File: src/rtl/top.sv
// rtl/top.sv - SPI flash JEDEC-ID reader driving a multiplexed active-low 8x4 LED matrix.
// Define SPI_REREAD_EN to repeat the ID read every 2^20 clk cycles after completion.
module top #(
    parameter int         SCK_DIV  = 2,
    parameter int         SCAN_DIV = 12000,
    parameter logic [7:0] CMD      = 8'h9F
) (
    input  logic       clk,
    input  logic       rst,
    output logic [7:0] led,
    output logic [3:0] col,
    output logic       cs,
    output logic       sck,
    output logic       mosi,
    input  logic       miso
);

    typedef enum logic [2:0] {S_IDLE, S_CMD, S_READ, S_END, S_DONE} state_t;

    localparam int             DW        = $clog2(SCK_DIV + 1);
    localparam logic [DW-1:0]  DIV_LAST  = DW'(SCK_DIV - 1);
    localparam int             SW        = $clog2(SCAN_DIV + 1);
    localparam logic [SW-1:0]  SCAN_LAST = SW'(SCAN_DIV - 1);

    state_t        state_q;
    logic          cs_q, sck_q, mosi_q, done_q;
    logic [DW-1:0] div_q;
    logic [4:0]    bit_q;
    logic [23:0]   sh_q;
    logic [7:0]    id0_q, id1_q, id2_q;
`ifdef SPI_REREAD_EN
    logic [19:0]   rr_q;
`endif

    always_ff @(posedge clk) begin
        if (rst) begin
            state_q <= S_IDLE;
            cs_q    <= 1'b1;
            sck_q   <= 1'b0;
            mosi_q  <= 1'b0;
            div_q   <= '0;
            bit_q   <= '0;
            sh_q    <= '0;
            id0_q   <= '0;
            id1_q   <= '0;
            id2_q   <= '0;
            done_q  <= 1'b0;
`ifdef SPI_REREAD_EN
            rr_q    <= '0;
`endif
        end else begin
            case (state_q)
                S_IDLE: begin
                    cs_q    <= 1'b0;
                    sck_q   <= 1'b0;
                    mosi_q  <= CMD[7];
                    div_q   <= '0;
                    bit_q   <= '0;
                    state_q <= S_CMD;
                end
                S_CMD, S_READ: begin
                    if (div_q == DIV_LAST) begin
                        div_q <= '0;
                        sck_q <= ~sck_q;
                        if (!sck_q) begin
                            // rising SCK edge: flash data is stable here
                            if (state_q == S_READ) sh_q <= {sh_q[22:0], miso};
                        end else if (state_q == S_CMD) begin
                            if (bit_q == 5'd7) begin
                                mosi_q  <= 1'b0;
                                bit_q   <= '0;
                                state_q <= S_READ;
                            end else begin
                                mosi_q <= CMD[3'd6 - bit_q[2:0]];
                                bit_q  <= bit_q + 5'd1;
                            end
                        end else if (bit_q == 5'd23) begin
                            bit_q   <= '0;
                            state_q <= S_END;
                        end else begin
                            bit_q <= bit_q + 5'd1;
                        end
                    end else begin
                        div_q <= div_q + 1'b1;
                    end
                end
                S_END: begin
                    if (div_q == DIV_LAST) begin
                        div_q   <= '0;
                        cs_q    <= 1'b1;
                        id0_q   <= sh_q[23:16];
                        id1_q   <= sh_q[15:8];
                        id2_q   <= sh_q[7:0];
                        done_q  <= 1'b1;
                        state_q <= S_DONE;
                    end else begin
                        div_q <= div_q + 1'b1;
                    end
                end
                S_DONE: begin
                    cs_q   <= 1'b1;
                    sck_q  <= 1'b0;
                    mosi_q <= 1'b0;
`ifdef SPI_REREAD_EN
                    rr_q <= rr_q + 1'b1;
                    if (rr_q == '1) state_q <= S_IDLE;
`endif
                end
                default: state_q <= S_IDLE;
            endcase
        end
    end

    logic [SW-1:0] scan_q;
    logic [1:0]    idx_q;
    logic [3:0]    col_q;
    logic [7:0]    led_q;
    logic [7:0]    led_d;
    logic          id_valid;

    assign id_valid = done_q && (id0_q != 8'h00) && (id0_q != 8'hFF);

    always_comb begin
        led_d = 8'hFF;
        case (idx_q)
            2'd0:    led_d = ~id0_q;
            2'd1:    led_d = ~id1_q;
            2'd2:    led_d = ~id2_q;
            default: led_d = ~{6'b0, id_valid, done_q};
        endcase
    end

    // col and led are registered from the same index so they always change together
    always_ff @(posedge clk) begin
        if (rst) begin
            scan_q <= '0;
            idx_q  <= '0;
            col_q  <= 4'b1111;
            led_q  <= 8'hFF;
        end else begin
            if (scan_q == SCAN_LAST) begin
                scan_q <= '0;
                idx_q  <= idx_q + 2'd1;
            end else begin
                scan_q <= scan_q + 1'b1;
            end
            col_q <= ~(4'b0001 << idx_q);
            led_q <= led_d;
        end
    end

    assign cs   = cs_q;
    assign sck  = sck_q;
    assign mosi = mosi_q;
    assign col  = col_q;
    assign led  = led_q;

endmodule

File: config.mk
export PLATFORM = sky130hd
export DESIGN_NAME = top
export DESIGN_NICKNAME = d
export VERILOG_FILES = /design/src/rtl/top.sv
export SDC_FILE = /design/constraint.sdc
export NUM_CORES = 1
export LEC_CHECK = 0
export CORE_MARGIN = 2
export CORE_UTILIZATION = 45
export DETAILED_ROUTE_END_ITERATION = 12
export PLACE_DENSITY = 0.74
export SLEW_MARGIN = 20
export SYNTH_ARGS = -nofsm -noshare
export SYNTH_HDL_FRONTEND = slang
export SYNTH_SLANG_ARGS = --single-unit
File: constraint.sdc
create_clock -name clk -period 2.31 [get_ports clk]
set_input_delay 0.462 -clock clk [delete_from_list [all_inputs] [get_ports clk]]
set_output_delay 0.462 -clock clk [all_outputs]
set_load 0.01 [all_outputs]
Yosys cells after proc, flatten, opt, wreduce, memory -nomap -nowiden
Memories as Yosys holds them, arrays and structs flattened. Index checks and enable logic that the tools add are counted.

Output and inout bits: 15. Register bits: 90. Word-level logic and storage cells: 94. Bits in read-only memories: 8. Memories: 1.

Memories: (no name shown) (depth 8, bits a word 1, rd ports 1, clocked after memory_dff 0, write ports 0, RTL line 74) `mosi_q <= CMD[3'd6 - bit_q[2:0]];`.

Eq/ne operators: 17. Reduce and logical (&&, ||, !) cells: 21. Mux-type cells: 26. Shifts and indexed selects: 1. Bitwise logic cells: 7. Magnitude comparators: 1. Add/subtract/negate cells: 5.

Operator list (count): $mux 5 (5); $not 8->8 (3); $pmux 8 s3 (1); $mux 3 (6); $add 14x1->14 const B (1); $eq 14x14->1 const B (1); $pmux 3 s4 (1); $pmux 5 s2 (1); $ne 2x2->1 const B (4); $ne 8x8->1 const B (1); $not 2->8 (1); $reduce_and 4->1 (2); $reduce_bool 8->1 (1); $mux 1 (7); $eq 3x2->1 const B (2); $ne 3x3->1 const B (2); $pmux 1 s3 (2); $reduce_and 2->1 (3); $reduce_and 6->1 (1); $reduce_bool 2->1 (3); $reduce_bool 3->1 (2); $reduce_or 2->1 (3); $add 5x1->5 const B (1); $eq 5x3->1 const B (1); other kinds (19) (23).

Depth between registers and ports, before layout
Gate-level depths: netlist (run 1).

Depth in word-level cells: 8. Gate-level depth with buffers: 7.

Worst setup path after synthesis (run 1)
Ideal clock, no wire load.

Path kind: register -> register. Start: register scan_q[0]. End: register scan_q[10]. Clock period less this slack: 1.595 ns. Data arrival time: 1.531 ns. Cell stages (with the launch flop): 8. Required time: 2.246 ns. Path slack: 0.715 ns. Library setup time: 0.064 ns. Cells stage by stage: dfxtp_1 ha_1 and4_1 and4_1 or2_1 buf_2 buf_4 nor2_1.

Cells in the longest elaborated chain, start to end: 2. Elaborated cells between the ends (all ways): 3. Those cells by class: add/sub: 1; eq/ne: 1; reduce/logical: 1.

Ends and longest elaborated chain: start, declared (RTL line 114) `logic [SW-1:0] scan_q;`; start signal, assigned (RTL line 145) `scan_q <= scan_q + 1'b1;`; parallel branches: the longest is 2 deep, another holds $add 14x1->14.

Parallel ways; which one is timed is not known. A chain may end at the register's enable or synchronous reset.

Worst setup path after layout (run 1)
Start: register sck_q (netlist: sck). End: output sck.

RTL lines: start, declared (RTL line 26) `logic cs_q, sck_q, mosi_q, done_q;`; start signal, assigned (RTL line 64) `sck_q <= ~sck_q;`; end, declared (RTL line 13) `output logic sck,`.

No word-level cell between the ends.

==> metrics, run 1 <==
first-pass GRT wire length=12300 µm; biggest cell delay along the critical path=0.60 ns; final setup fails=0; Internal=roughly 2.1 mW; Vias=around 3000; TritonCTS Buffers=9; Power Density=about 650 nW/µm²; Arr. time, crit path=between 1 and 1.5 ns; Clock transition at path regs=0.09 ns; slew margin rel.=47.2%; area of the die=just over 9000 µm²; Fillers=785; TritonCTS Sinks=90; drt wl/cell=roughly 13 µm; Sw Pwr=590 µW; Worst path slowest cell=clkdlybuf4s50_1; synth-to-layout area growth=10.2%; count of yosys warnings during synthesis=0; PortBufs=17; FP Rows=33; routed wire length=roughly 7200 µm; crit path kind=flip-flop to output pin; cell leakage power=~1.4 nW; CP startpoint kind=flip-flop; reg2reg path depth=4; ys flop type=dfxtp_1; synthesized cell area=~3800 µm²; most frequent cells in the layout=nand2_1, dfxtp_1, a21oi_1; Post-Route Setup TNS=0 ns; CP Cell Sequence=clkdlybuf4s50_1; via count normalized by instance count=5.28; fin area=between 4000 and 5000 µm²; Area after DPL=around 4000 µm²; post-cts resize count=0; dpl hpwl=roughly 4800 µm; cell family with most CP delay=buffers and inverters; die height=about 96 µm; drc violations=0; Reg power frac=58.3%; Synth Instances=between 400 and 500; fmax=around 520 MHz; io pins=18; Unique masters post-synth=54; Yosys reg bits=90; Horiz. Die Dim=around 96 µm; VDD IR max=382 µV; Net Sw Frac=a little over a fifth; Starting DRT DRC Count=between 150 and 200; commonest non-fill, non-tap cell in the layout=nand2_1; core area=about 8200 µm²; sequential area share after synthesis=47.6%; Critical Path RT=1.85 ns; syn_area_per_cell=8.52 µm²; ANT nets after route=0; vias in the first global route=approximately 2700; Starting Density=between 40% and 50%; buffer depth of the longest clock path=2; total power=roughly 2.7 mW; # diodes=0; Clk pwr share=38.7%; CTS root buf=clkbuf_8; hold path cells=2; share of cells above drive strength 1=approximately an eighth; crit-path max FO=8; Combinational Power Share=3.0%; Multi-input gate area=between 1500 and 2000 µm²; Final nets=461; outcome=completed; WP depth=1; Worst Skew=0.00967 ns; final hold violations=0; GRT Resource Usage Total=approximately 17%; crit share post-route=83.7%; Hold-fix buffers, CTS=0; Post-synth EDFFs=0; grt total ovfl=0; max_cap viols=0; Detailed Routing Iterations Pass 1=4; final RePlAce weighted congestion=between 0.8 and 0.9; H-tree levels=3; Crit. End Element=output pin; Worst-Skew Late Latency=0.35 ns; type of the worst min-delay path=flip-flop to flip-flop; Final min period=around 1.9 ns; syn nets=around 450; CTS tree=yes; largest net degree at the start of global routing=43; Post-CTS Repair Setup Buffers=0; ys async rst share=0%; Worst-Margin Slew=0.781 ns; Slew Viols, Final=0; sequential standard cell area=between 1500 and 2000 µm²; initial antenna violation count=0; RSZ-0062 raised after global routing=false; Worst Path Buf+Inv=1
-- power groups by stage --
stage | sequential [mW] | combinational (mW) | clock [mW]
floorplan | 1.61 | 0.0636 | 0
global route | 1.58 | 0.0924 | 1.14
CTS | 1.58 | 0.0829 | 1.07
detailed placement | 1.61 | 0.0827 | 0
finish | 1.58 | 0.0822 | 1.05
global placement | 1.61 | 0.0811 | 0
-- cell type report --
class                           count  area share, %
Timing Repair Buffer               22           4.86
Inverter                            9          0.810
Sequential cell                    90           43.2
Multi-Input combinational cell    319           43.3
Tap cell                          105           3.15
Clock inverter                      4           1.26
Clock buffer                       11           3.39
-- worst register-to-register path: cells and delay by family, from the launching register on --
kind / cells / cell delay, ns
AO/OA/AOI/OAI: 1 / 0.07
flip-flops: 1 / 0.59
AND/OR/NAND/NOR: 3 / 1.00
-- metrics by stage --
| stage | setup slack (ns) | cells | util (%) | hold slack (ns) |
|---|---|---|---|---|
| after CTS | 0.351 | 560 | 51.0 | 0.452 |
| after detailed placement | 0.515 | 545 | 48.6 | 0.449 |
| final | 0.378 | 560 | 51.0 | 0.460 |
| after global routing | 0.303 | 560 | 51.0 | 0.484 |
| after global placement | 0.580 | 545 | 48.6 | 0.443 |
| after floorplan | 0.715 | 444 | - | 0.432 |
-- final timing paths --
path               to  slack (ns)       start
max               sck        0.38         sck
min          id1_q[6]        0.46    id1_q[6]
max reg2reg   sh_q[8]        0.52  state_q[1]
min reg2reg  id1_q[6]        0.46    id1_q[6]
-- sequential cells by signal (all words and copies together), names as in the netlist --
name,flops
state_q,3
led,8
cs,1
done_q,1
scan_q,14
bit_q,5
sck,1
div_q,2
id1_q,8
sh_q,24
id0_q,8
col,4
idx_q,2
mosi,1
id2_q,8
-- routing by layer --
layer  GRT usage [%]  vias to the layer above  share of wire, %
li1                -                     1514                 -
met1            21.7                     1404                47
met2            28.8                       30                50
met3            3.76                        7               2.5
met4            4.29                        0              0.95
met5               0                        -                 0
-- cell usage after synthesis (7+ instances only) --
| cell type | instances | area share [%] |
|---|---|---|
| nand3_1 | 12 | 1.6 |
| o22ai_1 | 10 | 1.7 |
| o21ai_0 | 10 | 1.3 |
| clkbuf_1 | 10 | 0.99 |
| inv_1 | 9 | 0.89 |
| nand2_1 | 96 | 9.5 |
| a21oi_2 | 10 | 2.3 |
| nor2_1 | 33 | 3.3 |
| buf_2 | 12 | 1.6 |
| dfxtp_1 | 90 | 48 |
| a21oi_1 | 45 | 6.0 |
| nand2b_1 | 8 | 1.3 |
| ha_1 | 7 | 2.3 |
| xor2_1 | 12 | 2.8 |
| nand2_2 | 10 | 1.7 |
-- kinds of logic (layout without fill, tap and decap cells) --
kind of cell               count (synthesis)  in the layout  share of synthesized area, %
AOI/OAI and AO/OA                         87             87                          14.2
and+or+nand+nor                          207            207                          27.0
adders and majority gates                  8              8                          2.58
DFF                                       90             90                          47.6
xor gates and xnor gates                  16             16                          3.70
muxes                                      1              1                         0.264
buffers and inverters                     35             46                          4.66
No activity file was read; power rests on OpenSTA's default activity.
==> inputs of run 2 (changes only) <==
--- a/config.mk
+++ b/config.mk
@@ -8,7 +8,7 @@
 export CORE_MARGIN = 2
 export CORE_UTILIZATION = 45
 export DETAILED_ROUTE_END_ITERATION = 12
-export PLACE_DENSITY = 0.74
+export PLACE_DENSITY = 0.77
 export SLEW_MARGIN = 20
 export SYNTH_ARGS = -nofsm -noshare
 export SYNTH_HDL_FRONTEND = slang
==> constraint.sdc (replaced) <==
create_clock -name clk -period 1.75 [get_ports clk]
set_input_delay 0.35 -clock clk [delete_from_list [all_inputs] [get_ports clk]]
set_output_delay 0.35 -clock clk [all_outputs]
set_load 0.01 [all_outputs]
==> run 2 against run 1 <==
Compared with the run above:
- via count up 1.0%
- utilization up 1.0 points
- highest routed layer unchanged
- wire length down 0.11%
- final area up 2.0%
- largest cell class unchanged
- critical path type unchanged
- cell count up 2.1%
==> metrics, run 2 (synthesis results as in run 1) <==
TritonCTS Buffers=9; fmax=602 MHz; Starting DRT DRC Count=132; dpl hpwl=4920 µm; FP Rows=33; Crit. End Element=output pin; outcome=completed; Arr. time, crit path=between 1 and 1.5 ns; H-tree levels=3; final setup fails=0; vias in the first global route=around 2800; final hold violations=0; r2r startpoint=bit_q[0]; TritonCTS Sinks=90; Crit Reg-Reg Endpoint=state_q[1]; crit-path max FO=5; drt wl/cell=approximately 13 µm; Final nets=~470; Final min period=approximately 1.7 ns; initial antenna violation count=0; io pins=18; cell family with most CP delay=buffers and inverters; CP startpoint kind=flip-flop; # diodes=0; hold path cells=2; area of the die=9160 µm²; Area after DPL=about 4100 µm²; routed wire length=about 7000 µm; CTS tree=yes; r2r setup slk=between 0.1 and 0.15 ns; ANT nets after route=0; crit share post-route=about 95%; Post-CTS Repair Setup Buffers=0; GRT Resource Usage Total=17.3%; Horiz. Die Dim=between 90 and 100 µm; grt total ovfl=0; buffer depth of the longest clock path=2; die height=95.7 µm; worst hold slack=0.456 ns; most frequent cells in the layout=nand2_1, dfxtp_1, a21oi_1; Hold-fix buffers, CTS=0; commonest non-fill, non-tap cell in the layout=nand2_1; Detailed Routing Iterations Pass 1=4; fin area=between 4000 and 5000 µm²; Starting Density=a little under half; Worst Path Buf+Inv=1; max reg flops=24; type of the worst min-delay path=flip-flop to flip-flop; Critical Path RT=roughly 1.4 ns; Worst path slowest cell=clkdlybuf4s50_1; share of cells above drive strength 1=around 15%; max_cap viols=0; biggest regs=sh_q x24, scan_q x14; drc violations=0; Most flops, register=sh_q; Power Density=slightly above 800 nW/µm²; final RePlAce weighted congestion=0.806; biggest cell delay along the critical path=~0.56 ns; PortBufs=17; Cells after DPL=557; Slew Viols, Final=0; Hold Startpoint=id1_q[5]; Worst-Skew Late Latency=0.36 ns; Non-Filler Instances=between 500 and 600; core area=8180 µm²; Worst Skew=0.0100 ns; reg2reg path depth=5; Vias=between 2000 and 3000; Worst-Margin Slew=just over 0.4 ns; CTS root buf=clkbuf_8; CP Cell Sequence=clkdlybuf4s50_1; RSZ-0062 raised after global routing=false; cell leakage power=between 1 and 1.5 nW; Clock transition at path regs=about 0.090 ns; first-pass GRT wire length=between 10000 and 15000 µm; Post-Route Setup TNS=0 ns; Min-Delay Endpoint=id1_q[5]; VDD IR max=between 500 and 600 µV; post-cts resize count=1; largest net degree at the start of global routing=38; crit path kind=flip-flop to output pin; synth-to-layout area growth=12.4%; via count normalized by instance count=about 5.2; slew margin rel.=72.6%
==> run 2: power by group <==
| group | switching (mW) | internal (mW) |
|---|---|---|
| logic | 0.0708 | 0.0494 |
| registers | 0.0180 | 2.06 |
| clock network | 0.749 | 0.527 |
| total | 0.838 | 2.64 |
==> run 2: tightest hold or removal path, stage by stage (launching register included) <==
cell and delay (ns):
dfxtp_1 0.32, nand2_1 0.05, a21oi_1 0.05
==> run 2: stage by stage <==
stage	worst slack (ns)	total power, mW	util [%]
after global placement	0.176	2.25	49.9
after detailed placement	0.140	2.25	49.9
after CTS	0.0678	3.52	52.1
after floorplan	0.155	2.21	-
after global routing	0.00976	3.61	52.1
final	0.0897	3.48	52.1
==> run 2: how the worst max path moves through the flow <==
stage / end / startpoint / slack [ns] / depth (start not counted)
2_1_floorplan: scan_q[10] / scan_q[0] / 0.16 / 7
3_3_place_gp: bit_q[2] / sck / 0.18 / 4
3_5_place_dp: state_q[0] / sck / 0.14 / 4
4_1_cts: sck / sck / 0.07 / 1
5_1_grt: state_q[1] / bit_q[0] / 0.01 / 5
6_report: sck / sck / 0.09 / 1
==> run 2: layout make-up <==
| cell class | count | area (µm²) |
|---|---|---|
| repair buffers | 34 | 305 |
| inverters | 9 | 33.8 |
| clock buffers | 9 | 124 |
| multi-input cells | 319 | 1810 |
| well taps | 105 | 131 |
| clock inverters | 6 | 51.3 |
| fillers | 749 | 3920 |
| flip-flops and latches | 90 | 1800 |
==> run 2: routing by layer <==
| layer | GRT usage [%] | part of all wire, % | up-vias |
|---|---|---|---|
| met5 | 0 | 0 | - |
| met4 | 8.93 | 1.9 | 0 |
| met3 | 3.05 | 3.1 | 9 |
| met2 | 27.6 | 48 | 49 |
| met1 | 22.5 | 47 | 1397 |
| li1 | - | - | 1530 |
==> inputs of run 3 (changes only) <==
==> constraint.sdc (replaced) <==
create_clock -name clk -period 1.75 [get_ports clk]
set_input_delay 0.525 -clock clk [delete_from_list [all_inputs] [get_ports clk]]
set_output_delay 0.525 -clock clk [all_outputs]
set_load 0.01 [all_outputs]
==> run 3 against run 2 <==
Compared with the run above:
- global-route usage up 0.85 points
- clock power up 8%
- wire length up 3.9%
- sequential share of layout area down 0.24 points
- sequential power about the same
- combinational power about the same
- total power up 2.8%
- non-clock buffer count down 1
- maximum frequency up 2.3%
- critical path type is now flip-flop to flip-flop
==> metrics, run 3 (synthesis results as in run 1) <==
drc violations=0; biggest regs=sh_q x24, scan_q x14; Most flops, register=sh_q; RSZ-0062 raised after global routing=false; final hold violations=0; Worst Skew=between 0.009 and 0.01 ns; Starting Density=46.3%; Non-Filler Instances=around 570; Worst-Margin Slew=0.431 ns; final RePlAce weighted congestion=between 0.7 and 0.8; outcome=completed; Detailed Routing Iterations Pass 1=5; Slew Viols, Final=0; type of the worst min-delay path=flip-flop to flip-flop; crit share post-route=just over 90%; Fillers=about 750; total power=about 3.6 mW; GRT Resource Usage Total=18.2%; final worst setup slack=around 0.13 ns; Cells after DPL=556; largest net degree at the start of global routing=68; Post-CTS Repair Setup Buffers=0; TritonCTS Sinks=90; share of cells above drive strength 1=15.0%; PortBufs=17; first-pass GRT wire length=12900 µm; area of the die=just over 9000 µm²; FP Rows=33; Horiz. Die Dim=approximately 96 µm; pre-CTS WS=between 0.07 and 0.08 ns; most frequent cells in the layout=nand2_1, dfxtp_1, a21oi_1; Arr. time, crit path=1.88 ns; dpl hpwl=about 5000 µm; core area=between 8000 and 9000 µm²; # diodes=0; Starting DRT DRC Count=between 200 and 250; Critical Path RT=approximately 2 ns; synth-to-layout area growth=13.2%; Final nets=around 470; io pins=18; routed wire length=about 7400 µm; slew margin rel.=about 71%; grt total ovfl=0; final setup fails=0; fmax=a little over 600 MHz; Clock transition at path regs=around 0.1 ns; worst hold slack=around 0.46 ns; CTS root buf=clkbuf_8; drt wl/cell=between 10 and 15 µm; initial antenna violation count=0; crit-path max FO=24; Power Density=between 800 and 900 nW/µm²; Crit. End Element=flip-flop; max_cap viols=0; vias in the first global route=between 2000 and 3000; VDD IR max=432 µV; Post-Route Setup TNS=0 ns; ANT nets after route=0; Final min period=~1.6 ns; H-tree levels=3; via count normalized by instance count=~5.3; CP startpoint kind=flip-flop; die height=~96 µm; cell leakage power=~1.5 nW; commonest non-fill, non-tap cell in the layout=nand2_1; max reg flops=24; crit path kind=flip-flop to flip-flop; buffer depth of the longest clock path=2; Worst-Skew Late Latency=0.37 ns; CTS tree=yes; Vias=around 3000; TritonCTS Buffers=9
[run 3: cell types whose count changed in the layout (fill, tap and decap cells not counted), sizes merged]
cell,delta
clkbuf,+1
clkdlybuf4s50,-15
dlygate4sd2,+11
buf,-1
clkinv,+1
clkinvlp,-1
dlymetal6s2s,+4
[run 3: path summary, 6_finish.rpt]
path             from        to  slack, ns  cells past startpoint
max          div_q[0]   sh_q[3]       0.13                      4
min          id1_q[5]  id1_q[5]       0.46                      2
max reg2reg  div_q[0]   sh_q[3]       0.13                      4
min reg2reg  id1_q[5]  id1_q[5]       0.46                      2
[run 3: metal layers]
metal	GRT usage (%)	wire, µm
met1	21.7	3270
met2	31.2	3730
met3	4.23	314
met4	7.86	128
met5	0	0
[run 3: timing repair]
action | CTS | global route
hold buffers | 0 | 0
resized for setup | 13 | 5
endpoints found under the setup margin | 11 | 8
gates cloned | 0 | 0
[run 3: final cells by class]
type,instances,area [µm²],share of cell area [%]
repair buffers,33,307,7.15
multi-input cells,319,1810,42.3
well taps,105,131,3.07
clock buffers,10,138,3.21
inverters,9,33.8,0.788
flip-flops and latches,90,1810,42.1
clock inverters,6,57.6,1.34
[run 3: power breakdown]
group          switching (mW)  leakage [nW]  internal (mW)
sequential             0.0189         0.728           2.06
clock                   0.794        0.0927          0.581
combinational          0.0705         0.635         0.0482
[run 3: critical path: stages, from the launching register on]
cell and delay (ns):
dfxtp_1 0.43, nand2b_2 0.16, or4_4 0.70, nand2_1 0.14
a21oi_1 0.07
[run 3: through the flow]
step | utilization, % | cell area (µm²)
5_1_grt | 52.4 | 4290
2_1_floorplan | - | 3780
6_report | 52.4 | 4290
4_1_cts | 52.2 | 4270
3_3_place_gp | 50.0 | 4080
3_5_place_dp | 50.0 | 4080
